[src/rtl/phase_frequency_detector.sv]
// Phase/frequency detector for the PLL feedback path.
// Rising zero crossings with hysteresis feed a three-state PFD. The PFD drives
// a saturating charge-pump integrator that produces the VCO control word, and a
// lock flag that tracks how narrow the residual phase-error pulses are.
//
// state  | meaning
// -------+-----------------------------------------------------------
// S_IDLE | no phase error outstanding, control voltage holds
// S_UP   | ref crossed first, waiting for vco; control voltage rises
// S_DOWN | vco crossed first, waiting for ref; control voltage falls
module phase_frequency_detector #(
  parameter int HYST       = 256,
  parameter int CP_GAIN    = 4,
  parameter int V_INIT     = 512,
  parameter int LOCK_WIDTH = 4,
  parameter int LOCK_COUNT = 8
) (
  input  logic               clk,
  input  logic               reset,
  input  logic signed [16:0] ref_signal_real,
  input  logic signed [16:0] vco_signal_real,
  output logic        [9:0]  control_voltage_real,
  output logic               up,
  output logic               down,
  output logic               lock
);

  typedef enum logic [1:0] {S_IDLE, S_UP, S_DOWN} pfd_state_t;

  localparam logic signed [16:0] HYST_POS     = 17'(HYST);
  localparam logic signed [16:0] HYST_NEG     = -HYST_POS;
  localparam logic        [10:0] CP_STEP      = 11'(CP_GAIN);
  localparam logic        [9:0]  V_RESET      = 10'(V_INIT);
  localparam logic        [7:0]  NARROW_LIMIT = 8'(LOCK_WIDTH);
  localparam logic        [3:0]  LOCK_TARGET  = 4'(LOCK_COUNT);
  localparam logic        [10:0] V_MAX        = 11'd1023;

  pfd_state_t  state;
  logic        ref_armed;
  logic        vco_armed;
  logic        ref_edge;
  logic        vco_edge;
  logic        ref_fire;
  logic        vco_fire;
  logic [7:0]  width;
  logic [7:0]  width_inc;
  logic [3:0]  narrow_cnt;
  logic [3:0]  narrow_inc;
  logic        pulse_start;
  logic        pulse_end;
  logic        pulse_narrow;
  logic [10:0] v_wide;
  logic [10:0] v_sum;

  // A crossing fires only from the armed condition, so each arming yields one edge
  assign ref_fire = ref_armed && (ref_signal_real >= HYST_POS);
  assign vco_fire = vco_armed && (vco_signal_real >= HYST_POS);

  // Hysteretic rising-crossing detectors for both channels
  always_ff @(posedge clk or negedge reset) begin
    if (!reset) begin
      ref_armed <= 1'b0;
      vco_armed <= 1'b0;
      ref_edge  <= 1'b0;
      vco_edge  <= 1'b0;
    end else begin
      ref_edge <= ref_fire;
      vco_edge <= vco_fire;
      if (ref_signal_real <= HYST_NEG) begin
        ref_armed <= 1'b1;
      end else if (ref_fire) begin
        ref_armed <= 1'b0;
      end
      if (vco_signal_real <= HYST_NEG) begin
        vco_armed <= 1'b1;
      end else if (vco_fire) begin
        vco_armed <= 1'b0;
      end
    end
  end

  // Three-state PFD with registered up/down outputs
  always_ff @(posedge clk or negedge reset) begin
    if (!reset) begin
      state <= S_IDLE;
      up    <= 1'b0;
      down  <= 1'b0;
    end else begin
      case (state)
        S_IDLE: begin
          if (ref_edge && !vco_edge) begin
            state <= S_UP;
            up    <= 1'b1;
          end else if (vco_edge && !ref_edge) begin
            state <= S_DOWN;
            down  <= 1'b1;
          end
        end
        S_UP: begin
          if (vco_edge) begin
            state <= S_IDLE;
            up    <= 1'b0;
          end
        end
        S_DOWN: begin
          if (ref_edge) begin
            state <= S_IDLE;
            down  <= 1'b0;
          end
        end
        default: begin
          state <= S_IDLE;
          up    <= 1'b0;
          down  <= 1'b0;
        end
      endcase
    end
  end

  // 11-bit headroom lets the clamp see the overflow before it wraps
  assign v_wide = {1'b0, control_voltage_real};
  assign v_sum  = v_wide + CP_STEP;

  // Saturating charge-pump integrator driven by the current PFD state
  always_ff @(posedge clk or negedge reset) begin
    if (!reset) begin
      control_voltage_real <= V_RESET;
    end else begin
      if (state == S_UP) begin
        control_voltage_real <= (v_sum > V_MAX) ? 10'd1023 : v_sum[9:0];
      end else if (state == S_DOWN) begin
        control_voltage_real <= (v_wide < CP_STEP) ? 10'd0 : 10'(v_wide - CP_STEP);
      end
    end
  end

  // The width seen at exit includes the exit cycle itself, so it equals the pulse length
  assign pulse_start  = (state == S_IDLE) && (ref_edge ^ vco_edge);
  assign pulse_end    = ((state == S_UP) && vco_edge) || ((state == S_DOWN) && ref_edge);
  assign width_inc    = (width == 8'hFF) ? width : width + 8'd1;
  assign narrow_inc   = (narrow_cnt == 4'hF) ? narrow_cnt : narrow_cnt + 4'd1;
  assign pulse_narrow = (width_inc <= NARROW_LIMIT);

  // Pulse-width measurement and narrow-pulse lock qualification
  always_ff @(posedge clk or negedge reset) begin
    if (!reset) begin
      width      <= 8'd0;
      narrow_cnt <= 4'd0;
      lock       <= 1'b0;
    end else begin
      if (pulse_start) begin
        width <= 8'd0;
      end else if (state != S_IDLE) begin
        width <= width_inc;
      end
      if (pulse_end) begin
        if (pulse_narrow) begin
          narrow_cnt <= narrow_inc;
          lock       <= (narrow_inc >= LOCK_TARGET);
        end else begin
          narrow_cnt <= 4'd0;
          lock       <= 1'b0;
        end
      end
    end
  end

endmodule

[config.mk]
export PLATFORM = sky130hd
export DESIGN_NAME = phase_frequency_detector
export DESIGN_NICKNAME = d
export VERILOG_FILES = /design/src/rtl/phase_frequency_detector.sv
export SDC_FILE = /design/constraint.sdc
export NUM_CORES = 1
export LEC_CHECK = 0
export ABC_AREA = 0
export CAP_MARGIN = 20
export CORE_ASPECT_RATIO = 0.9
export CORE_UTILIZATION = 40
export CTS_BUF_LIST = sky130_fd_sc_hd__clkbuf_4 sky130_fd_sc_hd__clkbuf_8 sky130_fd_sc_hd__clkbuf_16
export DETAILED_ROUTE_END_ITERATION = 6
export PLACE_DENSITY = 0.76
export SLEW_MARGIN = 20
export SYNTH_ARGS = -nofsm -noshare
export SYNTH_HDL_FRONTEND = slang
export SYNTH_SLANG_ARGS = --single-unit
[constraint.sdc]
create_clock -name clk -period 6.1 [get_ports clk]
set_input_delay 1.22 -clock clk [delete_from_list [all_inputs] [get_ports clk]]
set_output_delay 1.22 -clock clk [all_outputs]
set_load 0.005 [all_outputs]
==> results_dict.tcl <==
set metrics [dict create \
    grt.overflow.total 0 \
    peakVddDrop_mv 0.1510 \
    worstSkewPairLatency_ns 0.29 \
    drt.antenna.violating_nets 0 \
    gr-usage-all-layers_pct 19.79 \
    synth.avg_cell_area_sq_um 8.397 \
    pwr-share-seq_pct 34.6 \
    hold_class "flop to flop" \
    ys_top_cells_by_count "sky130_fd_sc_hd__dfrtp_1 (29), sky130_fd_sc_hd__nand2_1 (21), sky130_fd_sc_hd__a21oi_1 (20), sky130_fd_sc_hd__nor2_1 (20), sky130_fd_sc_hd__o21ai_0 (14)" \
    clk_transition_reported_paths_ns 0.06 \
    clock-sinks 30 \
    cp_slowest_stage_delay_ns 0.64 \
    switching_power_uw 485.8 \
    yosys.area.top_type "sky130_fd_sc_hd__dfrtp_1" \
    tritoncts "built" \
    fillers 499 \
    timing.slew.headroom_pct 54.20 \
    crit_fanout 14 \
    number_of_gates_given_a_new_drive_strength_after_cts 0 \
    drt-vias-per-instance 5.981 \
    synthFlopType "sky130_fd_sc_hd__dfrtp_1" \
    yosys.cell_types.count 52 \
    cts_post_setup_buffers_inserted 0 \
    global_route_wire_length_before_repair_mm 8.680 \
    routed_wirelength_mm 5.144 \
    yosysSeqAreaShare_pct 35.39 \
    antenna_violations_before_repair 0 \
    worstSetupStartpointType "flop" \
    internal-power_uw 608.0 \
    dpl_hpwl_mm 3.701 \
    post-route-min-period_ns 2.737 \
    synth.ff_latch_count 30 \
    crit_path_top_delay_cell "sky130_fd_sc_hd__dfrtp_1" \
    crit_chain "clkdlybuf4s50_1" \
    via_count_of_the_first_global_routing_pass 1907 \
    vias 2147 \
    number_of_buffers_created_by_cts 5 \
    critical_path_class "flop to primary output" \
    met2_length_mm 2.362 \
    floorplan_die_height_um 71.14 \
    yosysWarnings 0 \
    drive_gt1_share_pct 6.803 \
    die_area_sq_um 5607 \
    top_level_ports 49 \
    worst-endpoint-required_ns 4.88 \
    mappedNetlistNets 299 \
    skew_ns 0.01339 \
    synthDominantCellAreaShare_pct 34.16 \
    outcome "completed" \
    grt_max_degree 31 \
    cts-root-to-sink-buffers 2 \
    max_slew.worst_pin.slew_ns 0.6870 \
    post_drt_wl_per_cell_um 14.33 \
    cts.htree.levels 2 \
    design.core.area_sq_um 4985 \
    sw_frac_of_total_pct 44.41 \
    die_x_um 78.82 \
    synth_area_leaders "sky130_fd_sc_hd__dfrtp_1 (34%), sky130_fd_sc_hd__ha_1 (5.9%), sky130_fd_sc_hd__a21oi_1 (4.7%), sky130_fd_sc_hd__nand2_1 (3.7%), sky130_fd_sc_hd__a31oi_1 (3.5%)" \
    final_max_slew_viol_count 0 \
    worst_ep_arrival_time_ns 1.52 \
    starting_utilization_of_the_core_area_pct 42.62 \
    total_drc_errors_in_the_routed_layout 0 \
    final.hold.worst_slack_ns 0.4757 \
    n_antenna_cell 0 \
    synth_edf_count 0 \
    power_per_cell_area_nw_per_um2 402.7 \
    path_delay_family "flip-flops" \
    report.final.setup_viol 0 \
    routed.top_layer "met4" \
    gpl.final_weighted_congestion 0.8354 \
    fmaxAchievable_ghz 0.3654 \
    detail_route.iter0.violations 132 \
    finalHoldViolCount 0 \
    cp_num_buf_inv 1 \
    met1_length_mm 2.292 \
    fin_setup_tns_ns 0 \
    timing.max_cap.violations 0 \
    design.final.nets 339 \
    cts-hold-fix-buffers 0 \
    power_frac_clock_pct 15.8 \
    fin_crit_sh_pct 44.87 \
    io_buffer_count 48 \
    combinationalPowerShare_pct 49.6 \
    setup_repair_after_global_routing_missed_its_margin "false" \
    detailroute.wirelength.met3_um 384 \
    num_rows 24 \
    postSynth.asyncResetShare_pct 100.0 \
    clock-root-buffer "sky130_fd_sc_hd__clkbuf_8" \
    yosysMostFrequentCell "sky130_fd_sc_hd__dfrtp_1" \
    critPathCaptureType "primary output" \
    leakagePower_uw 0.001083 \
    first_pass_iteration_count_of_the_detailed_router 4 \
    area.growth.synth_to_final_pct 27.86 \
    syn_area_sq_um 2125 \
    netlist_instances 253 \
]
## worst paths after layout
kind	slack, ns	endpoint	cells past startpoint	startpoint
setup / recovery	3.36	control_voltage_real[5]	1	control_voltage_real[5]$_DFFE_PN0P_
min in group asynchronous	1.31	control_voltage_real[3]$_DFFE_PN0P_	2	reset
hold reg to reg	0.48	lock$_DFFE_PN0P_	2	lock$_DFFE_PN0P_
hold / removal	0.48	lock$_DFFE_PN0P_	2	lock$_DFFE_PN0P_
setup reg to reg	3.65	control_voltage_real[4]$_DFFE_PN0P_	8	control_voltage_real[2]$_DFFE_PN0P_
max in group asynchronous	4.47	control_voltage_real[9]$_DFFE_PN1P_	2	reset
## registers in the layout, summed over array words and instances, names as in the netlist
signal / cells
control_voltage_real: 9
width: 8
narrow_cnt: 4
state: 2
down: 1
lock: 1
ref_armed: 1
ref_edge: 1
up: 1
vco_armed: 1
vco_edge: 1
## placed cells by master (no fill, tap or decap), drive strengths merged, types with 2 or more instances in the layout
cell,synthesis,routed
nand3b,2,2
clkdlybuf4s50,0,48
xor2,2,2
mux2i,3,3
nor2,21,21
nand4,7,7
nor2b,2,2
a221oi,4,4
a21oi,21,21
a211o,3,3
clkbuf,10,7
dfrtp,29,29
or3,3,3
a211oi,5,5
and2,3,3
a22o,2,2
o21ai,14,14
and3,6,6
o31ai,3,3
o22ai,4,4
nor3,4,4
nand2,21,21
nand2b,2,2
a31oi,12,12
ha,10,10
nor4b,3,3
and4,3,3
inv,14,14
nor4,9,9
nand3,11,11
## per-layer routing
layer  GRT usage [%]  up-vias
li1                -     1032
met1           25.79     1000
met2           31.40      103
met3           4.516       12
met4           8.889        0
met5               0        -
## power by group through the flow
stage / sequential [uW] / clock, uW / combinational (uW)
2_1_floorplan: 340 / 0 / 379
3_3_place_gp: 377 / 0 / 521
3_5_place_dp: 380 / 0 / 533
4_1_cts: 376 / 177 / 537
5_1_grt: 391 / 184 / 603
6_report: 379 / 173 / 542
## final cells by class
class | instances | area (sq um) | area share (%)
clock inverters | 1 | 5.005 | 0.1842
well taps | 65 | 81.33 | 2.994
multi-input cells | 193 | 1247 | 45.92
flip-flops and latches | 30 | 752.0 | 27.68
clock buffers | 7 | 90.09 | 3.316
repair buffers | 49 | 488.0 | 17.96
inverters | 14 | 52.55 | 1.935
## logic make-up after synthesis
family	count (synthesis)	share of synthesized area (%)
AND/OR/NAND/NOR	97	24.91
XOR/XNOR	3	1.237
flip-flops	30	35.39
buffers and inverters	30	5.889
multiplexers	4	1.943
adder cells (fa/ha/maj)	10	5.889
AO/OA/AOI/OAI	79	24.74
## per-stage QoR
| step | cells | setup WS, ns | util [%] | total power, uW | cell area [sq um] |
|---|---|---|---|---|---|
| 6_report | 359 | 3.363 | 54.49 | 1094 | 2716 |
| 5_1_grt | 359 | 3.337 | 54.49 | 1177 | 2716 |
| 4_1_cts | 359 | 3.375 | 54.49 | 1090 | 2716 |
| 3_5_place_dp | 351 | 3.685 | 52.59 | 912.2 | 2621 |
| 3_3_place_gp | 351 | 3.692 | 52.59 | 897.3 | 2621 |
| 2_1_floorplan | 253 | 4.040 | - | 719.5 | 2125 |
(Power assumes the default switching activity.)
